==> src/rtl/led_sweep_pkg.sv <==
// ----------------------------------------------------------------------------
// led_sweep_pkg
// Shared definitions for the LED sweep block.
//   state_t      : FSM state encoding (IDLE, RUN_UP, RUN_DOWN)
//   MODE_*       : encodings of the 2-bit i_mode input
// ----------------------------------------------------------------------------
package led_sweep_pkg;

    typedef enum logic [1:0] {
        IDLE     = 2'd0,
        RUN_UP   = 2'd1,
        RUN_DOWN = 2'd2
    } state_t;

    localparam logic [1:0] MODE_BOUNCE = 2'd0;
    localparam logic [1:0] MODE_ROT_L  = 2'd1;
    localparam logic [1:0] MODE_ROT_R  = 2'd2;
    localparam logic [1:0] MODE_OFF    = 2'd3;

endpackage

==> src/rtl/led_sweep_tick.sv <==
// ----------------------------------------------------------------------------
// tick_gen
// Prescaler that counts enabled clock cycles 0..DIV-1 and raises o_tick
// (combinationally) in the cycle the count sits at DIV-1 while enabled.
//   i_clk    : clock, rising edge
//   i_rst_n  : asynchronous active-low reset
//   i_enable : count advances only when high, otherwise held
//   i_clear  : synchronous clear to 0, overrides i_enable
//   o_tick   : one-cycle step strobe
// ----------------------------------------------------------------------------
module tick_gen #(
    parameter int DIV = 1
) (
    input  logic i_clk,
    input  logic i_rst_n,
    input  logic i_enable,
    input  logic i_clear,
    output logic o_tick
);

    // A one-bit counter is kept for DIV=1 so the register is never zero width;
    // it simply stays at 0 and every enabled cycle is a tick.
    localparam int CW = (DIV > 1) ? $clog2(DIV) : 1;
    localparam logic [CW-1:0] LAST = CW'(DIV - 1);

    logic [CW-1:0] count;

    assign o_tick = i_enable && (count == LAST);

    // Counter register: clear wins over enable, and the count wraps to 0 in
    // the same cycle the tick is issued.
    always_ff @(posedge i_clk or negedge i_rst_n) begin
        if (!i_rst_n) begin
            count <= '0;
        end else if (i_clear) begin
            count <= '0;
        end else if (i_enable) begin
            if (count == LAST) begin
                count <= '0;
            end else begin
                count <= count + CW'(1);
            end
        end
    end

endmodule

==> src/rtl/led_sweep.sv <==
// ----------------------------------------------------------------------------
// led_sweep
// Drives a single lit LED that bounces or rotates across WIDTH outputs,
// stepping once every DIV enabled clock cycles.
//   i_clk    : clock, rising edge
//   i_rst_n  : asynchronous active-low reset
//   i_enable : advances the prescaler and pattern when high, freezes when low
//   i_mode   : 0 bounce, 1 rotate left, 2 rotate right, 3 off
//   o_led    : registered one-hot (or all-zero) LED pattern
//   o_wrap   : registered one-cycle pulse at the end of each pattern period
// ----------------------------------------------------------------------------
module led_sweep
    import led_sweep_pkg::*;
#(
    parameter int WIDTH = 8,
    parameter int DIV   = 1
) (
    input  logic             i_clk,
    input  logic             i_rst_n,
    input  logic             i_enable,
    input  logic [1:0]       i_mode,
    output logic [WIDTH-1:0] o_led,
    output logic             o_wrap
);

    localparam int PW = $clog2(WIDTH);
    localparam logic [PW-1:0] POS_MAX = PW'(WIDTH - 1);
    localparam logic [WIDTH-1:0] LED_ONE = {{(WIDTH-1){1'b0}}, 1'b1};

    state_t          state, state_n;
    logic [PW-1:0]   pos, pos_n;
    logic            wrap_n;
    logic [WIDTH-1:0] led_n;
    logic            tick;
    logic            mode_off;
    logic            go_up;

    assign mode_off = (i_mode == MODE_OFF);

    tick_gen #(
        .DIV (DIV)
    ) u_tick (
        .i_clk    (i_clk),
        .i_rst_n  (i_rst_n),
        .i_enable (i_enable),
        .i_clear  (mode_off),
        .o_tick   (tick)
    );

    // Bounce direction: the two ends force the direction, anywhere in between
    // the current run state decides. This also covers switching into bounce
    // from a rotate mode without restarting the sweep.
    always_comb begin
        go_up = (state == RUN_UP);
        if (pos == '0) begin
            go_up = 1'b1;
        end else if (pos == POS_MAX) begin
            go_up = 1'b0;
        end
    end

    // Next-state logic. Mode "off" overrides everything, including a frozen
    // (disabled) prescaler. Otherwise nothing moves unless a tick is present,
    // which is what keeps state, pos and o_led frozen while i_enable is low.
    always_comb begin
        state_n = state;
        pos_n   = pos;
        wrap_n  = 1'b0;
        if (mode_off) begin
            state_n = IDLE;
            pos_n   = '0;
        end else if (tick) begin
            if (state == IDLE) begin
                if (i_mode == MODE_ROT_R) begin
                    state_n = RUN_DOWN;
                    pos_n   = POS_MAX;
                end else begin
                    state_n = RUN_UP;
                    pos_n   = '0;
                end
            end else begin
                case (i_mode)
                    MODE_BOUNCE: begin
                        if (go_up) begin
                            state_n = RUN_UP;
                            pos_n   = pos + PW'(1);
                        end else begin
                            state_n = RUN_DOWN;
                            pos_n   = pos - PW'(1);
                            wrap_n  = (pos == PW'(1));
                        end
                    end
                    MODE_ROT_L: begin
                        state_n = RUN_UP;
                        if (pos == POS_MAX) begin
                            pos_n  = '0;
                            wrap_n = 1'b1;
                        end else begin
                            pos_n = pos + PW'(1);
                        end
                    end
                    MODE_ROT_R: begin
                        state_n = RUN_DOWN;
                        if (pos == '0) begin
                            pos_n  = POS_MAX;
                            wrap_n = 1'b1;
                        end else begin
                            pos_n = pos - PW'(1);
                        end
                    end
                    default: begin
                        state_n = state;
                    end
                endcase
            end
        end
    end

    // The LED pattern is decoded from the next state so that o_led changes on
    // the same edge as the position it represents.
    always_comb begin
        led_n = '0;
        if (state_n != IDLE) begin
            led_n = LED_ONE << pos_n;
        end
    end

    // State, position and output registers.
    always_ff @(posedge i_clk or negedge i_rst_n) begin
        if (!i_rst_n) begin
            state  <= IDLE;
            pos    <= '0;
            o_led  <= '0;
            o_wrap <= 1'b0;
        end else begin
            state  <= state_n;
            pos    <= pos_n;
            o_led  <= led_n;
            o_wrap <= wrap_n;
        end
    end

endmodule

==> config.mk <==
export PLATFORM = sky130hd
export DESIGN_NAME = led_sweep
export DESIGN_NICKNAME = d
export VERILOG_FILES = /design/src/rtl/led_sweep_pkg.sv /design/src/rtl/led_sweep_tick.sv /design/src/rtl/led_sweep.sv
export SDC_FILE = /design/constraint.sdc
export NUM_CORES = 1
export LEC_CHECK = 0
export CAP_MARGIN = 20
export CORE_MARGIN = 2
export CORE_UTILIZATION = 35
export DETAILED_ROUTE_END_ITERATION = 12
export PLACE_DENSITY_LB_ADDON = 0.08
export SLEW_MARGIN = 15
export SYNTH_ARGS = -nofsm -noshare
export SYNTH_HDL_FRONTEND = slang
export SYNTH_SLANG_ARGS = --single-unit
==> constraint.sdc <==
create_clock -name i_clk -period 2.5 [get_ports i_clk]
set_clock_uncertainty 0.2 [all_clocks]
set_input_delay 0.625 -clock i_clk [delete_from_list [all_inputs] [get_ports i_clk]]
set_output_delay 0.625 -clock i_clk [all_outputs]
set_load 0.1 [all_outputs]
==> qor.log, run 1 <==
qor: power_and_ir_drop.power_per_cell_area 867 nW/um^2
qor: setup_path.setup.worst_path.start_class input port
qor: clock_network.cts_num_sinks 14
qor: timing.finalSetupViolations 0
qor: power_and_ir_drop.p_total 0.000974 W
qor: die.die_h 54.9 um
qor: global_route.first_global_vias 697
qor: synthesis.syn-mean-instance-area 9.64 um^2
qor: setup_path.critical_path_buf_inv_count 1
qor: timing.finalCriticalPeriod 2.34 ns
qor: die.design.core.area 2450 um^2
qor: timing.final_max_slew_viol_count 0
qor: synthesis.number_of_synthesis_warnings 0
qor: layout.most_common_library_cell_in_the_layout_ignoring_fill_and_taps sky130_fd_sc_hd__buf_4
qor: timing.final.setup.tns 0 ns
qor: setup_path.critPathMaxStageDelay 0.57 ns
qor: timing.finalHoldViolations 0
qor: route.drt_first_iter_violations 17
qor: setup_path.critPathSlowestCell sky130_fd_sc_hd__clkdlybuf4s50_1
qor: status.outcome complete, no violations
qor: die.fp-row-count 18
qor: clock_network.cts_max_level 1
qor: global_route.aggregate_global_routing_overflow 0
qor: route.drcViolationCount 0
qor: clock_network.cts-hold-fix-buffers 0
qor: placement.portBuffers 13
qor: timing.finalWorstSetupSlack 0.159 ns
qor: setup_path.crit_chain clkdlybuf4s50_1, nand4bb_1, and3_1, nor2b_4, a211o_1, nor3b_2
qor: setup_path.path_max_fanout 11
qor: setup_path.setup.worst_path.class input port to flip-flop
qor: flow_run.max_cap_violations 0
qor: timing.timing.fmax 0.427 GHz
qor: synthesis.part_of_the_yosys_area_used_for_sequential_elements 38.7%
qor: placement.place_ws -0.137 ns
qor: synthesis.ys_ff_latch 14
qor: synthesis.postSynthCellCount 94
qor: power_and_ir_drop.power.sequential.fraction 31.5%
qor: clock_network.clock_latency_reported_for_the_late_side_of_the_worst_skew_pair 0.28 ns
qor: clock_network.post_cts_resize_count 0
qor: route.wire_per_inst 12.7 um
qor: setup_path.crit_family simple AND/OR/NAND/NOR gates
qor: timing.rsz0062_at_grt no
qor: power_and_ir_drop.total_switching_power 0.000452 W
qor: layout.layout.filler_cells 247
qor: layout.multi_input_area 505 um^2
qor: power_and_ir_drop.irDropWorstVdd 574 uV
qor: global_route.grt_pass1_wl 3180 um
qor: die.die_area 3010 um^2
qor: timing.tightestPinTransition 0.610 ns
qor: route.vias_per_cell 5.05
qor: timing.slew_headroom 59.2%
qor: layout.layout-drive-gt1-share 29.1%
qor: worst_hold_path.worst_hold_path_type flip-flop to flip-flop
qor: layout.diodes 0
qor: clock_network.number_of_buffers_added_for_setup_after_cts 0
qor: layout.mostFrequentLayoutCells 19 x sky130_fd_sc_hd__buf_4, 14 x sky130_fd_sc_hd__nor2_1, 14 x sky130_fd_sc_hd__dfrtp_1
qor: clock_network.cts_tree done
qor: layout.area_added_between_synthesis_and_finish 24.0%
qor: clock_network.clockRootBuffer sky130_fd_sc_hd__clkbuf_4
qor: power_and_ir_drop.static-leakage-power 0.522 nW
qor: clock_network.clkTransAtPathRegs 0.08 ns
qor: global_route.grtUsageTotal 15.1%
qor: timing.final_min_period_over_clock_period 93.6%
qor: route.dr_total_vias 743
qor: route.detailed_route_wl 1870 um
qor: synthesis.synth.top_cell.area_share 38.7%
qor: placement.hpwl 1460 um
qor: setup_path.worst_setup_path_end_kind flip-flop
qor: die.num_io_pins 14
qor: die.fp.dieW 54.9 um
qor: synthesis.yosys.area.top_type sky130_fd_sc_hd__dfrtp_1
qor: power_and_ir_drop.comb_power_share 52.3%
qor: route.dr.pass1.iters 4
qor: clock_network.clock_path_buffers 2
qor: setup_path.crit_required 2.51 ns
qor: global_route.largest_net_degree_at_the_start_of_global_routing 15
qor: placement.finalWeightedCongestion 0.874
qor: setup_path.timing.critical_path.arrival 2.35 ns
qor: die.floorplan.initialDensity 36.9%
qor: route.final_antenna_net_count 0
qor: layout.design.final.nets 128
qor: clock_network.cts_made_buffers 3
qor: global_route.antenna_violations_before_repair 0
qor: synthesis.netlist_area 906 um^2
qor: synthesis.cells_taking_the_most_area_after_synthesis sky130_fd_sc_hd__dfrtp_1 39%, sky130_fd_sc_hd__ha_1 6.9%, sky130_fd_sc_hd__nor2_1 5.8%
qor: synthesis.synthesized_netlist_net_count 104
qor: power_and_ir_drop.power_frac_clock 16.2%
qor: layout.regArea 350 um^2
qor: synthesis.synth_cell_type_count 35
qor: setup_path.reg2reg_setup_slack 0.35 ns
qor: power_and_ir_drop.switching_share 46.4%
qor: power_and_ir_drop.cell_internal_pwr 0.000522 W
==> state kept, by name, indices dropped and copies added (netlist names) <==
name,flops
pos,3
o_wrap,1
state,2
o_led,8
==> power groups by stage <==
stage	sequential, W	clock (W)	combinational [W]
after detailed placement	0.000311	0	0.000510
after global routing	0.000314	0.000182	0.000553
after floorplan	0.000463	0	0.000250
final	0.000307	0.000158	0.000509
after CTS	0.000307	0.000168	0.000511
after global placement	0.000311	0	0.000513
==> stage by stage <==
stage                     instance area [um^2]  hold slack (ns)  cells  util, %
after floorplan                            906            0.129     94        -
after detailed placement                  1090            0.414    143     44.3
after global routing                      1120            0.470    147     45.8
after global placement                    1090            0.413    143     44.3
final                                     1120            0.430    147     45.8
after CTS                                 1120            0.435    147     45.8
==> cell type report <==
cell class                 count  area share (%)
sequential                    14            31.2
multi-input combinational     73            45.0
timing repair buffer          23            16.3
clock buffer                   4            3.23
inverter                       3            1.00
tap                           30            3.34
==> per-layer routing <==
layer	wire (um)	GRT usage [%]
met5	0	0
met4	0	2.08
met3	81	5.74
met2	917	23.4
met1	868	20.1
==> cell families (layout without fill, tap and decap cells) <==
kind of cell,after synthesis,after routing,share of synthesized area (%)
adders and majority gates,5,5,6.91
and+or+nand+nor,39,39,26.8
xor gates and xnor gates,1,1,0.967
buffers and inverters,7,30,5.52
AOI/OAI and AO/OA,28,28,21.1
DFF,14,14,38.7
==> worst paths after layout <==
path	from	to	cells after the start
max in group asynchronous	i_rst_n	o_led[0]$_DFF_PN0_	1
setup / recovery	i_mode[0]	o_led[5]$_DFF_PN0_	6
min in group asynchronous	i_rst_n	o_led[2]$_DFF_PN0_	1
setup reg to reg	pos[0]$_DFF_PN0_	o_led[4]$_DFF_PN0_	6
hold / removal	state[1]$_DFF_PN0_	state[1]$_DFF_PN0_	2
hold reg to reg	state[1]$_DFF_PN0_	state[1]$_DFF_PN0_	2
==> worst min-delay path, delay by kind of cell, from the launching register on <==
family | cells | cell delay [ns]
AOI/OAI and AO/OA | 2 | 0.21
DFF | 1 | 0.38
==> synthesized netlist by cell type (all sizes together) <==
cell and instances:
nor2b 2, o221a 1, o21ai 7, nor3b 4
xnor2 1, nand4bb 1, a21oi 8, o21bai 1
a22oi 1, inv 3, and2 3, and2b 1
a32oi 1, o211ai 2, ha 5, nor2 14
or2 1, a211oi 1, o311ai 1, nand2 3
nor3 5, dfrtp 14, a21o 1, a211o 3
or3 1, a31o 1, and3 1, or2b 2
nand2b 1, buf 4
Power figures use the tool's default switching activity.
==> run 2, diff against run 1 <==
--- a/config.mk
+++ b/config.mk
@@ -6,7 +6,7 @@
 export NUM_CORES = 1
 export LEC_CHECK = 0
 export CAP_MARGIN = 20
-export CORE_MARGIN = 2
+export CORE_MARGIN = 5
 export CORE_UTILIZATION = 35
 export DETAILED_ROUTE_END_ITERATION = 12
 export PLACE_DENSITY_LB_ADDON = 0.08
==> run 2 against run 1 <==
  * Flip-flop and latch count unchanged
  * Maximum frequency fell by 1.9%
  * Sequential share of layout area rose by 0.32 points
  * Final cell count is 1.4% lower
  * Core utilization is 0.87 points lower
  * Setup slack got worse by 0.044 ns
  * Critical path depth unchanged
  * Combinational power is essentially flat
  * Via count grew 3.2%
  * Clock power is essentially flat
==> qor.log, run 2 (synthesis gave the netlist of run 1 again) <==
qor: timing.finalHoldViolations 0 [unchanged]
qor: status.outcome complete, no violations
qor: layout.layout-drive-gt1-share 28.7% [-0.36 points]
qor: placement.portBuffers 13 [unchanged]
qor: die.floorplan.initialDensity 36.6% [-0.34 points]
qor: clock_network.clock_latency_reported_for_the_late_side_of_the_worst_skew_pair 0.27 ns [about the same]
qor: global_route.grtUsageTotal 12.9% [-2.1 points]
qor: clock_network.cts_made_buffers 3 [unchanged]
qor: power_and_ir_drop.irDropWorstVdd 569 uV [-0.81%]
qor: layout.final_cells 145 [-1.4%]
qor: clock_network.cts_tree done
qor: power_and_ir_drop.power.sequential.fraction 31.7% [+0.2 points]
qor: placement.finalWeightedCongestion 0.895 [+2.3%]
qor: timing.timing.fmax 0.419 GHz [-1.9%]
qor: layout.mostFrequentLayoutCells 17 x sky130_fd_sc_hd__buf_4, 14 x sky130_fd_sc_hd__nor2_1, 14 x sky130_fd_sc_hd__dfrtp_1
qor: route.drcViolationCount 0 [unchanged]
qor: placement.place_ws -0.185 ns [-0.0475 ns]
qor: layout.most_common_library_cell_in_the_layout_ignoring_fill_and_taps sky130_fd_sc_hd__buf_4
qor: clock_network.clkTransAtPathRegs 0.08 ns [about the same]
qor: timing.final_max_slew_viol_count 0 [unchanged]
qor: setup_path.worst_r2r_startpoint pos[0]$_DFF_PN0_
qor: layout.biggestRegsByFlops o_led (8), pos (3), state (2)
qor: setup_path.worst_setup_path_endpoint o_led[5]$_DFF_PN0_
qor: clock_network.post_cts_resize_count 0 [unchanged]
qor: route.drt_first_iter_violations 18 [+1]
qor: layout.largest_register_ffs 8 [unchanged]
qor: flow_run.max_cap_violations 0 [unchanged]
qor: timing.finalSetupViolations 0 [unchanged]
qor: placement.post-place-cells 141 [-1.4%]
qor: placement.placedInstanceArea 1070 um^2 [-1.4%]
qor: layout.diodes 0 [unchanged]
qor: timing.slew_headroom 59.1% [-0.081 points]
qor: layout.max_flop_register o_led
qor: die.fp-row-count 18 [unchanged]
qor: clock_network.clock_path_buffers 2 [unchanged]
qor: worst_hold_path.worst_hold_path_type flip-flop to flip-flop
qor: power_and_ir_drop.comb_power_share 52.1% [-0.2 points]
qor: timing.final_min_period_over_clock_period 95.4% [+1.8 points]
qor: power_and_ir_drop.power_frac_clock 16.2% [about the same]
qor: timing.tightestPinTransition 0.611 ns [+0.00121 ns]
qor: setup_path.r2r.worst_path.cells 6 [unchanged]
qor: clock_network.clockRootBuffer sky130_fd_sc_hd__clkbuf_4
qor: route.final_antenna_net_count 0 [unchanged]
qor: power_and_ir_drop.cell_internal_pwr 0.000518 W [-0.82%]
qor: global_route.grt_pass1_wl 3490 um [+9.8%]
qor: power_and_ir_drop.static-leakage-power 0.514 nW [-1.5%]
qor: route.detailed_route_wl 2090 um [+12%]
qor: setup_path.setup.worst_path.start_class input port
qor: setup_path.reg2reg_setup_slack 0.29 ns [-0.06 ns]
qor: die.fp.dieW 60.9 um [+11%]
qor: timing.finalWorstSetupSlack 0.115 ns [-0.0444 ns]
qor: clock_network.cts_max_level 1 [unchanged]
qor: global_route.largest_net_degree_at_the_start_of_global_routing 15 [unchanged]
qor: route.wire_per_inst 14.4 um [+14%]
qor: setup_path.worst_setup_path_end_kind flip-flop
qor: route.vias_per_cell 5.29 [+4.7%]
qor: global_route.antenna_violations_before_repair 0 [unchanged]
qor: die.design.core.area 2480 um^2 [+0.92%]
qor: setup_path.r2r_end o_led[4]$_DFF_PN0_
qor: power_and_ir_drop.power_per_cell_area 880 nW/um^2 [+1.5%]
qor: route.dr.pass1.iters 4 [unchanged]
qor: setup_path.worst_setup_path_startpoint i_mode[0]
qor: layout.area_added_between_synthesis_and_finish 22.8%
qor: clock_network.cts_num_sinks 14 [unchanged]
qor: layout.design.final.nets 126 [-1.6%]
qor: power_and_ir_drop.switching_share 47.1% [+0.68 points]
qor: clock_network.cts-hold-fix-buffers 0 [unchanged]
qor: layout.design_area 1110 um^2 [-1.0%]
qor: global_route.aggregate_global_routing_overflow 0 [unchanged]
qor: route.dr_total_vias 767 [+3.2%]
qor: die.die_h 60.9 um [+11%]
qor: placement.hpwl 1650 um [+13%]
qor: clock_network.number_of_buffers_added_for_setup_after_cts 0 [unchanged]
qor: power_and_ir_drop.total_switching_power 0.000461 W [+1.9%]
qor: setup_path.path_max_fanout 12 [+1]
qor: timing.rsz0062_at_grt no
qor: setup_path.crit_required 2.51 ns [about the same]
qor: die.die_area 3710 um^2 [+23%]
qor: power_and_ir_drop.p_total 0.000978 W [+0.46%]
qor: global_route.first_global_vias 761 [+9.2%]
qor: die.num_io_pins 14 [unchanged]
qor: timing.finalCriticalPeriod 2.38 ns [+0.0444 ns]
qor: setup_path.timing.critical_path.arrival 2.39 ns [+0.04 ns]
qor: setup_path.setup.worst_path.class input port to flip-flop
[run 2: changes by cell type in the layout (fill, tap and decap cells not counted)]
cell	before	now
sky130_fd_sc_hd__o21bai_2	0	1
sky130_fd_sc_hd__buf_4	19	17
sky130_fd_sc_hd__o21bai_1	1	0
[run 2: cell type report]
cell class,count,area (um^2)
multi-input combinational,73,509
timing repair buffer,21,168
fill,240,1370
inverter,3,11.3
sequential,14,350
tap,30,37.5
clock buffer,4,36.3
[run 2: worst min-delay path by stage]
stage,from,to,cells after the start
2_1_floorplan,i_rst_n,o_led[0]$_DFF_PN0_,0
3_3_place_gp,state[0]$_DFF_PN0_,state[0]$_DFF_PN0_,1
3_5_place_dp,state[0]$_DFF_PN0_,state[0]$_DFF_PN0_,1
4_1_cts,state[0]$_DFF_PN0_,state[0]$_DFF_PN0_,1
5_1_grt,state[0]$_DFF_PN0_,state[0]$_DFF_PN0_,1
6_report,state[0]$_DFF_PN0_,state[0]$_DFF_PN0_,1
[run 2: critical path: stages]
cell                              delay [ns]
sky130_fd_sc_hd__clkdlybuf4s50_1        0.58
sky130_fd_sc_hd__nand4bb_1              0.32
sky130_fd_sc_hd__and3_1                 0.24
sky130_fd_sc_hd__nor2b_4                0.13
sky130_fd_sc_hd__a211o_1                0.30
sky130_fd_sc_hd__nor3b_2                0.18
[run 2: stage by stage]
stage	hold WS, ns	util [%]	TNS (ns)
final	0.455	44.9	0
after global placement	0.406	43.3	-0.654
after detailed placement	0.435	43.3	-1.23
after CTS	0.452	44.7	0
after global routing	0.481	44.9	0
after floorplan	0.129	-	0
[run 2: metal layers]
metal / vias to the layer above / routed length (um) / global-route usage (%)
met4: 0 / 8 / 1.86
met1: 380 / 952 / 16.9
met3: 2 / 86 / 4.04
met2: 10 / 1050 / 21.5
met5: - / 0 / 0
li1: 375 / - / -
[run 2: power groups by stage]
stage | registers, W | clock network (W) | logic, W
floorplan | 0.000463 | 0 | 0.000250
global placement | 0.000312 | 0 | 0.000509
detailed placement | 0.000314 | 0 | 0.000509
CTS | 0.000310 | 0.000166 | 0.000510
global route | 0.000317 | 0.000177 | 0.000544
finish | 0.000310 | 0.000158 | 0.000510
==> run 3, diff against run 2 <==
--- a/config.mk
+++ b/config.mk
@@ -14,3 +14,4 @@
 export SYNTH_ARGS = -nofsm -noshare
 export SYNTH_HDL_FRONTEND = slang
 export SYNTH_SLANG_ARGS = --single-unit
+export TNS_END_PERCENT = 5
==> results of run 3 <==
Final layout, timing and power as in run 2 (identical DEF).
